--- src/rtl/fdivsqrtseq.sv ---
// Sequencer for the iterative divide/square-root datapath.
// Holds one active operation plus a one-entry request buffer, so a queued
// operation can launch in the same cycle the previous one reports Done.
// Completion carries the operation tag and a flag for special-case results.

module fdivsqrtseq #(
  parameter int unsigned DURLEN      = 6,
  parameter int unsigned TAGW        = 3,
  parameter int unsigned IDIV_ON_FPU = 1
) (
  input  logic              clk,
  input  logic              reset,

  // Request side
  input  logic              ReqValid,
  input  logic              ReqInt,
  input  logic              ReqSqrt,
  input  logic [TAGW-1:0]   ReqTag,
  input  logic [DURLEN-1:0] ReqCycles,
  input  logic              XZero,
  input  logic              XInf,
  input  logic              XNaN,
  input  logic              Xs,
  input  logic              YZero,
  input  logic              YInf,
  input  logic              YNaN,
  input  logic              ISpecialCase,
  output logic              ReqReady,

  // Pipeline control
  input  logic              Stall,
  input  logic              Flush,
  input  logic              WZero,

  // Status
  output logic              Start,
  output logic              Busy,
  output logic              Done,
  output logic              SpecialCase,
  output logic [TAGW-1:0]   DoneTag,
  output logic [DURLEN-1:0] StepCnt
);

  typedef enum logic [1:0] {
    StIdle,
    StBusy,
    StDone
  } stateT;

  stateT             state;

  // One-entry request buffer
  logic              pendValid;
  logic [TAGW-1:0]   pendTag;
  logic [DURLEN-1:0] pendCycles;
  logic              pendSpecial;

  logic              reqIsInt;
  logic              fSpecial;
  logic              reqSpecial;
  logic              launchOk;
  logic              launchPend;
  logic              launchReq;
  logic              accept;
  logic              bufWrite;
  logic [TAGW-1:0]   launchTag;
  logic [DURLEN-1:0] launchCycles;
  logic              launchSpecial;
  logic              launchToDone;

  // Classify the incoming request and decide what, if anything, launches now
  always_comb begin
    reqIsInt   = ReqInt & (IDIV_ON_FPU != 0);
    fSpecial   = XZero | XInf | XNaN | (Xs & ReqSqrt) | ((YZero | YInf | YNaN) & ~ReqSqrt);
    reqSpecial = reqIsInt ? ISpecialCase : fSpecial;

    ReqReady   = ~pendValid & ~Flush;
    launchOk   = ~Stall & ~Flush & ((state == StIdle) | (state == StDone));
    Start      = launchOk & (pendValid | ReqValid);
    Busy       = (state == StBusy) | Start;

    // The buffered op always goes first; the live request launches only if nothing waits
    launchPend = Start & pendValid;
    launchReq  = Start & ~pendValid;
    accept     = ReqValid & ReqReady;
    bufWrite   = accept & ~launchReq;

    launchTag     = pendValid ? pendTag     : ReqTag;
    launchCycles  = pendValid ? pendCycles  : ReqCycles;
    launchSpecial = pendValid ? pendSpecial : reqSpecial;
    // Special results and zero-length ops skip iteration entirely
    launchToDone  = launchSpecial | (launchCycles == '0);
  end

  // FSM, request buffer and registered status outputs
  always_ff @(posedge clk or negedge reset) begin
    if (!reset) begin
      state       <= StIdle;
      Done        <= 1'b0;
      pendValid   <= 1'b0;
      pendTag     <= '0;
      pendCycles  <= '0;
      pendSpecial <= 1'b0;
      StepCnt     <= '0;
      DoneTag     <= '0;
      SpecialCase <= 1'b0;
    end else if (Flush) begin
      // Flush drops all work but leaves the last op's status visible
      state     <= StIdle;
      Done      <= 1'b0;
      pendValid <= 1'b0;
    end else begin
      if (bufWrite) begin
        pendValid   <= 1'b1;
        pendTag     <= ReqTag;
        pendCycles  <= ReqCycles;
        pendSpecial <= reqSpecial;
      end else if (launchPend) begin
        pendValid <= 1'b0;
      end

      if (Start) begin
        StepCnt     <= launchCycles;
        DoneTag     <= launchTag;
        SpecialCase <= launchSpecial;
        state       <= launchToDone ? StDone : StBusy;
        Done        <= launchToDone;
      end else begin
        case (state)
          StBusy: begin
            // Iteration keeps running under Stall; only launch and DONE exit wait
            if (StepCnt != '0) begin
              StepCnt <= StepCnt - DURLEN'(1);
            end
            if ((StepCnt <= DURLEN'(1)) || WZero) begin
              state <= StDone;
              Done  <= 1'b1;
            end
          end
          StDone: begin
            if (!Stall) begin
              state <= StIdle;
              Done  <= 1'b0;
            end
          end
          default: begin
            state <= StIdle;
            Done  <= 1'b0;
          end
        endcase
      end
    end
  end

endmodule

--- config.mk ---
export PLATFORM = sky130hd
export DESIGN_NAME = fdivsqrtseq
export DESIGN_NICKNAME = d
export VERILOG_FILES = /design/src/rtl/fdivsqrtseq.sv
export SDC_FILE = /design/constraint.sdc
export NUM_CORES = 1
export LEC_CHECK = 0
export CAP_MARGIN = 20
export CELL_PAD_IN_SITES_DETAIL_PLACEMENT = 0
export CELL_PAD_IN_SITES_GLOBAL_PLACEMENT = 1
export CORE_MARGIN = 3
export CORE_UTILIZATION = 32
export CTS_BUF_LIST = sky130_fd_sc_hd__clkbuf_8
export DETAILED_ROUTE_END_ITERATION = 8
export MAX_ROUTING_LAYER = met4
export PLACE_DENSITY = 0.81
export SLEW_MARGIN = 0
export SYNTH_ARGS = -nofsm -noshare
export SYNTH_HDL_FRONTEND = slang
export SYNTH_SLANG_ARGS = --single-unit
export TNS_END_PERCENT = 10
--- constraint.sdc ---
create_clock -name clk -period 2.25 [get_ports clk]
set_input_delay 0.675 -clock clk [delete_from_list [all_inputs] [get_ports clk]]
set_output_delay 0.675 -clock clk [all_outputs]
set_load 0.005 [all_outputs]
==> impl_metrics.csv, run 1 <==
group,metric,value,unit
sta,rsz0062_at_grt,"yes",
clock_tree,clkSinkCount,23,
clock_tree,cts_tree,"done",
floorplanning,io_pins,39,
global_routing,grt_max_degree,24,
setup_path,cp-start-kind,"input port",
clock_tree,clkTransAtPathRegs,0.08,ns
sta,fin_ws,-0.00835,ns
setup_path,critPathLaunch,"Flush",
layout,fin_util,49.3,%
setup_path,rr_worst_depth,6,
drt,drc,0,
sta,worstMarginPinSlew,0.273,ns
global_routing,first_global_vias,1183,
power_and_ir_drop,power_leakage,0.000774,uW
yosys,synth_seq_cells,23,
run,maxCapViolCount,0,
sta,setup_violations,1,
yosys,synth_cell_types,31,
floorplanning,coreArea,3740,sq um
clock_tree,h-tree-depth,1,
yosys,synth.area.top_cells,"dfrtp_1, mux2_2, mux2i_1, o21ai_0, nand2_1",
setup_path,worstPathCellList,"buf_6 > or4_4 > buf_6 > inv_2 > buf_2",
setup_path,cp.required,1.57,ns
floorplanning,die-area,4750,sq um
global_routing,grtUsageTotal,15.8,%
global_routing,met2_usage,26.0,%
placement,dp_hpwl,2410,um
setup_path,crit_slowest_cell,"or4_4",
sta,fmax,443,MHz
global_routing,grt_pass1_wl,5440,um
setup_path,reg2reg_slack,0.25,ns
sta,relSlewSlack,81.3,%
floorplanning,rows,22,
sta,holdWs,0.490,ns
drt,dr_total_vias,1141,
floorplanning,die_w,68.9,um
drt,wl_per_cell,13.7,um
layout,diodes,0,
yosys,syn_inst,126,
outcome,violations,"negative setup slack",
drt,drt_iter0_drc,97,
setup_path,crit_path_max_incr_delay,0.54,ns
setup_path,crit_top_cell,"buf_6",
setup_path,regToRegStartpoint,"state[0]$_DFFE_PN0P_",
hold_path,min_path_type,"reg2reg",
yosys,yosysWarnings,0,
outcome,status,"complete, but fails checks",
placement,io_buffers,38,
setup_path,critical_path_peak_fanout,2,
yosys,synth_top_area_share,45.5,%
layout,final_common_cell,"clkdlybuf4s50_1",
clock_tree,clock_latency,0.27,ns
global_routing,top_usage_layer,"met2",
yosys,syn_area,1270,sq um
global_routing,grt-ovfl-total,0,
sta,slew_violations,0,
setup_path,critical-path-top-delay-family,"simple AND/OR/NAND/NOR gates",
layout,nets,208,
global_routing,use_met3,4.21,%
power_and_ir_drop,irDropWorstVdd,482,uV
power_and_ir_drop,total_power,1430,uW
clock_tree,cts_root_buffer,"clkbuf_8",
sta,period_minus_slack,2.26,ns
clock_tree,clockBufferDepth,2,
drt,vias_per_cell,5.03,
setup_path,endpoint_kind,"primary output",
setup_path,r2r_end,"StepCnt[2]$_DFFE_PN0P_",
power_and_ir_drop,power_per_cell_area,773,nW/um^2
placement,routabilityCongestion,0.835,
sta,tns,-0.00835,ns
setup_path,crit_path_end,"Start",
layout,drive_gt1_share,22.3,%
drt,drt_pre_antenna_iters,4,
yosys,syn_nets,154,
yosys,yosysTopAreaCell,"dfrtp_1",
floorplanning,start_util,33.8,%
sta,skew,0.00137,ns
clock_tree,ctsHoldBuffers,0,
clock_tree,numCtsBuffers,3,
setup_path,cp.buffers_inverters,4,
global_routing,use_met1,19.3,%
layout,layout_common_cells,"clkdlybuf4s50_1, dfrtp_1, buf_4, nand2_1, o21ai_0",
yosys,ys_seq_area_share,45.5,%
setup_path,arrival,1.58,ns
yosys,syn_avg_cell_area,10.0,sq um
floorplanning,die_h,68.9,um
global_routing,antenna_found_initial,0,
setup_path,cp_num_cells,5,
setup_path,path_class,"in2out",
sta,hold_viol_final,0,
drt,antenna_left,0,
layout,syn2layout_area_growth,45.8,%
sta,fin_crit_sh,100,%
drt,wl,3100,um
-- worst min-delay path by stage --
stage	from	endpoint	slack, ns	cells after the start
finish	SpecialCase$_DFFE_PN0P_	SpecialCase$_DFFE_PN0P_	0.49	2
global route	pendCycles[2]$_DFFE_PN0P_	pendCycles[2]$_DFFE_PN0P_	0.54	1
CTS	SpecialCase$_DFFE_PN0P_	SpecialCase$_DFFE_PN0P_	0.50	2
detailed placement	SpecialCase$_DFFE_PN0P_	SpecialCase$_DFFE_PN0P_	0.48	2
global placement	SpecialCase$_DFFE_PN0P_	SpecialCase$_DFFE_PN0P_	0.47	2
floorplan	reset	Done$_DFFE_PN0P_	0.38	0
-- layer usage --
metal / wire length, um / share of wire [%] / up-vias
li1: - / - / 560
met1: 1330 / 43 / 540
met2: 1600 / 51 / 36
met3: 144 / 4.6 / 5
met4: 30 / 0.97 / 0
met5: 0 / 0 / -
-- power by group --
part,switching (uW),internal (uW)
Sequential,94.8,524
Combinational,225,319
Clock,138,125
-- worst register-to-register path, cell delays in order, from the launching register on --
cell and delay, ns:
dfrtp_1 0.40, or4_4 0.50, buf_6 0.14, buf_4 0.19, a311oi_4 0.34, o21ai_1 0.10
a22o_1 0.23
-- cell families (layout without fill, tap and decap cells) --
group | count (synthesis) | after routing | share of synthesized area, %
mux | 17 | 17 | 14.3
flops | 23 | 23 | 45.5
fa+ha+maj | 3 | 3 | 2.96
compound gates | 31 | 31 | 16.6
simple gates | 40 | 40 | 15.7
buf+inv | 12 | 65 | 4.94
-- cell type report --
cell class              instances  area [sq um]
clock buffers                   3          41.3
inverters                       6          22.5
clock inverters                 1          7.51
repair buffers                 55           505
fillers                       360          1900
well taps                      48          60.1
multi-input cells              91           633
flip-flops and latches         23           576
-- synth_stat cells --
library cell and count:
or4bb_1 1, nand2_1 14, a21oi_1 4, nor2_1 7, a22o_1 2, a311o_1 1, o211ai_1 2, o31a_1 1
a31oi_1 2, nor2b_1 1, inv_1 6, nor3_1 6, buf_6 2, o22ai_1 2, a311oi_4 1, buf_2 2
clkbuf_1 2, nor4_1 2, mux2i_1 8, ha_1 3, and3b_1 1, mux2_2 9, nand2b_1 3, o21ai_0 13
dfrtp_1 23, nand3_1 3, o21ai_1 1, or4_4 1, o32a_1 1, o31ai_1 1, nand4_1 1
-- sequential cells by signal, indices dropped and copies added, names as in the netlist --
signal and cells:
DoneTag 3, pendTag 3, pendValid 1, SpecialCase 1, StepCnt 6, pendSpecial 1, pendCycles 6, Done 1
state 1
-- metrics by stage --
| stage | instances | area [sq um] | setup WS (ns) |
|---|---|---|---|
| finish | 227 | 1850 | -0.00835 |
| CTS | 228 | 1860 | -0.00729 |
| floorplan | 126 | 1280 | -0.0656 |
| global placement | 219 | 1780 | -0.681 |
| detailed placement | 219 | 1780 | -0.690 |
| global route | 227 | 1850 | -0.0360 |
-- timing repair --
action | 4_1_cts | 5_1_grt
pin swaps | 2 | 1
endpoints found under the setup margin | 8 | 7
buffers inserted | 5 | 0
resized for setup | 21 | 2
(Power assumes the default switching activity.)
==> inputs of run 2 (changes only) <==
--- a/config.mk
+++ b/config.mk
@@ -14,6 +14,7 @@
 export DETAILED_ROUTE_END_ITERATION = 8
 export MAX_ROUTING_LAYER = met4
 export PLACE_DENSITY = 0.81
+export SETUP_SLACK_MARGIN = 0.5
 export SLEW_MARGIN = 0
 export SYNTH_ARGS = -nofsm -noshare
 export SYNTH_HDL_FRONTEND = slang
==> run 2 against run 1 <==
  * The run now ends clean
  * Routed wire length fell by 1.7%
  * Setup slack improved by 0.028 ns
  * Cell area rose by 3.8%
  * Critical endpoint is now Busy
  * Highest routed layer unchanged
==> impl_metrics.csv, run 2 (same netlist as run 1, synthesis figures left out) <==
group,metric,value,unit
outcome,status,"complete, no violations",
sta,setup_violations,0,
sta,worstMarginPinSlew,0.300,ns
sta,relSlewSlack,80.0,%
power_and_ir_drop,power_per_cell_area,737,nW/um^2
drt,wl,3050,um
global_routing,top_usage_layer,"met2",
global_routing,first_global_vias,1157,
placement,io_buffers,38,
global_routing,antenna_found_initial,0,
setup_path,cp-start-kind,"input port",
layout,syn2layout_area_growth,51.3,%
clock_tree,cts_tree,"done",
sta,rsz0062_at_grt,"yes",
clock_tree,cts_root_buffer,"clkbuf_8",
global_routing,use_met3,3.40,%
sta,hold_viol_final,0,
clock_tree,clkTransAtPathRegs,0.08,ns
sta,period_minus_slack,2.23,ns
setup_path,rr_worst_depth,6,
layout,final_common_cell,"dfrtp_1",
floorplanning,die-area,4750,sq um
drt,drt_iter0_drc,64,
floorplanning,io_pins,39,
hold_path,min_path_type,"reg2reg",
global_routing,met2_usage,25.2,%
clock_tree,clock_latency,0.27,ns
sta,fmax,448,MHz
layout,diodes,0,
setup_path,arrival,1.56,ns
layout,layout_common_cells,"dfrtp_1, clkdlybuf4s50_1, nand2_1, dlymetal6s2s_1, o21ai_0",
setup_path,critical_path_peak_fanout,2,
drt,antenna_left,0,
layout,fin_util,51.2,%
hold_path,hold_end,"SpecialCase$_DFFE_PN0P_",
layout,drive_gt1_share,24.4,%
setup_path,endpoint_kind,"primary output",
global_routing,grt-ovfl-total,0,
hold_path,hold_depth,2,
placement,dpl.cell_count,218,
placement,dp_hpwl,2330,um
setup_path,regToRegStartpoint,"state[0]$_DFFE_PN0P_",
power_and_ir_drop,seqPwrFrac,44.0,%
floorplanning,rows,22,
layout,multi_input_area,656,sq um
setup_path,path_class,"in2out",
global_routing,grt_pass1_wl,5310,um
drt,vias_per_cell,5.02,
global_routing,grtUsageTotal,15.4,%
power_and_ir_drop,p_sw,455,uW
power_and_ir_drop,irDropWorstVdd,392,uV
global_routing,use_met1,19.4,%
clock_tree,numCtsBuffers,3,
sta,skew,0.00260,ns
power_and_ir_drop,p_int,956,uW
clock_tree,h-tree-depth,1,
clock_tree,clkSinkCount,23,
placement,routabilityCongestion,0.831,
run,maxCapViolCount,0,
sta,fin_crit_sh,99.1,%
drt,wl_per_cell,13.6,um
power_and_ir_drop,clock_power_share,18.2,%
clock_tree,clockBufferDepth,2,
setup_path,reg2reg_slack,0.20,ns
floorplanning,start_util,33.8,%
layout,nets,205,
power_and_ir_drop,swShare,32.3,%
drt,drc,0,
power_and_ir_drop,power_leakage,0.000917,uW
clock_tree,ctsHoldBuffers,0,
drt,dr_total_vias,1124,
sta,slew_violations,0,
floorplanning,die_w,68.9,um
floorplanning,die_h,68.9,um
layout,fillers,361,
layout,final_area,1920,sq um
layout,instances_no_fill,224,
power_and_ir_drop,total_power,1410,uW
floorplanning,coreArea,3740,sq um
layout,ff_latch_area,578,sq um
setup_path,cp.required,1.57,ns
global_routing,grt_max_degree,24,
drt,drt_pre_antenna_iters,4,
sta,tns,0,ns
layout,top_regs,"StepCnt: 6 flops, pendCycles: 6 flops",
hold_path,worstHoldStart,"SpecialCase$_DFFE_PN0P_",
placement,post_dp_cell_area,1770,sq um
setup_path,r2r_end,"StepCnt[2]$_DFFE_PN0P_",
power_and_ir_drop,combPwrFrac,37.8,%
[run 2: worst max-delay path by stage]
stage / start / to / cells past startpoint
4_1_cts: Flush / Busy / 5
3_5_place_dp: Stall / Busy / 4
6_report: Stall / Busy / 5
5_1_grt: Stall / Busy / 5
3_3_place_gp: Stall / Busy / 4
2_1_floorplan: Flush / Busy / 5
[run 2: per-layer routing]
layer,wire length [um],share of wire (%)
met1,1310,43
met3,127,4.2
met5,0,0
met2,1580,52
met4,29,0.95
[run 2: area by class of cell]
| class | count | area share, % |
|---|---|---|
| well taps | 48 | 3.14 |
| flip-flops and latches | 23 | 30.2 |
| inverters | 6 | 1.18 |
| repair buffers | 52 | 28.9 |
| clock inverters | 1 | 0.261 |
| clock buffers | 3 | 2.16 |
| multi-input cells | 91 | 34.2 |
[run 2: worst max-delay path, cell delays in order]
cell and delay [ns]:
buf_6 0.09, or4_4 0.52, buf_6 0.14, nand2_4 0.04, buf_6 0.09
[run 2: timing repair]
action | 4_1_cts | 5_1_grt
cloned | 0 | 0
gates resized for setup | 28 | 30
endpoints found under the setup margin | 35 | 23
pin swaps | 1 | 10
setup buffers | 1 | 1
[run 2: power by group through the flow]
stage / sequential, uW / clock, uW / combinational (uW)
global placement: 622 / 0 / 537
CTS: 622 / 271 / 549
detailed placement: 629 / 0 / 547
floorplan: 616 / 0 / 271
finish: 622 / 257 / 533
global route: 645 / 289 / 606
[run 2: per-stage QoR]
step / worst slack [ns] / hold WS [ns]
final: 0.0199 / 0.486
after global routing: -0.00239 / 0.523
after CTS: 0.00761 / 0.500
after detailed placement: -0.660 / 0.470
after global placement: -0.648 / 0.462
after floorplan: -0.0647 / 0.379
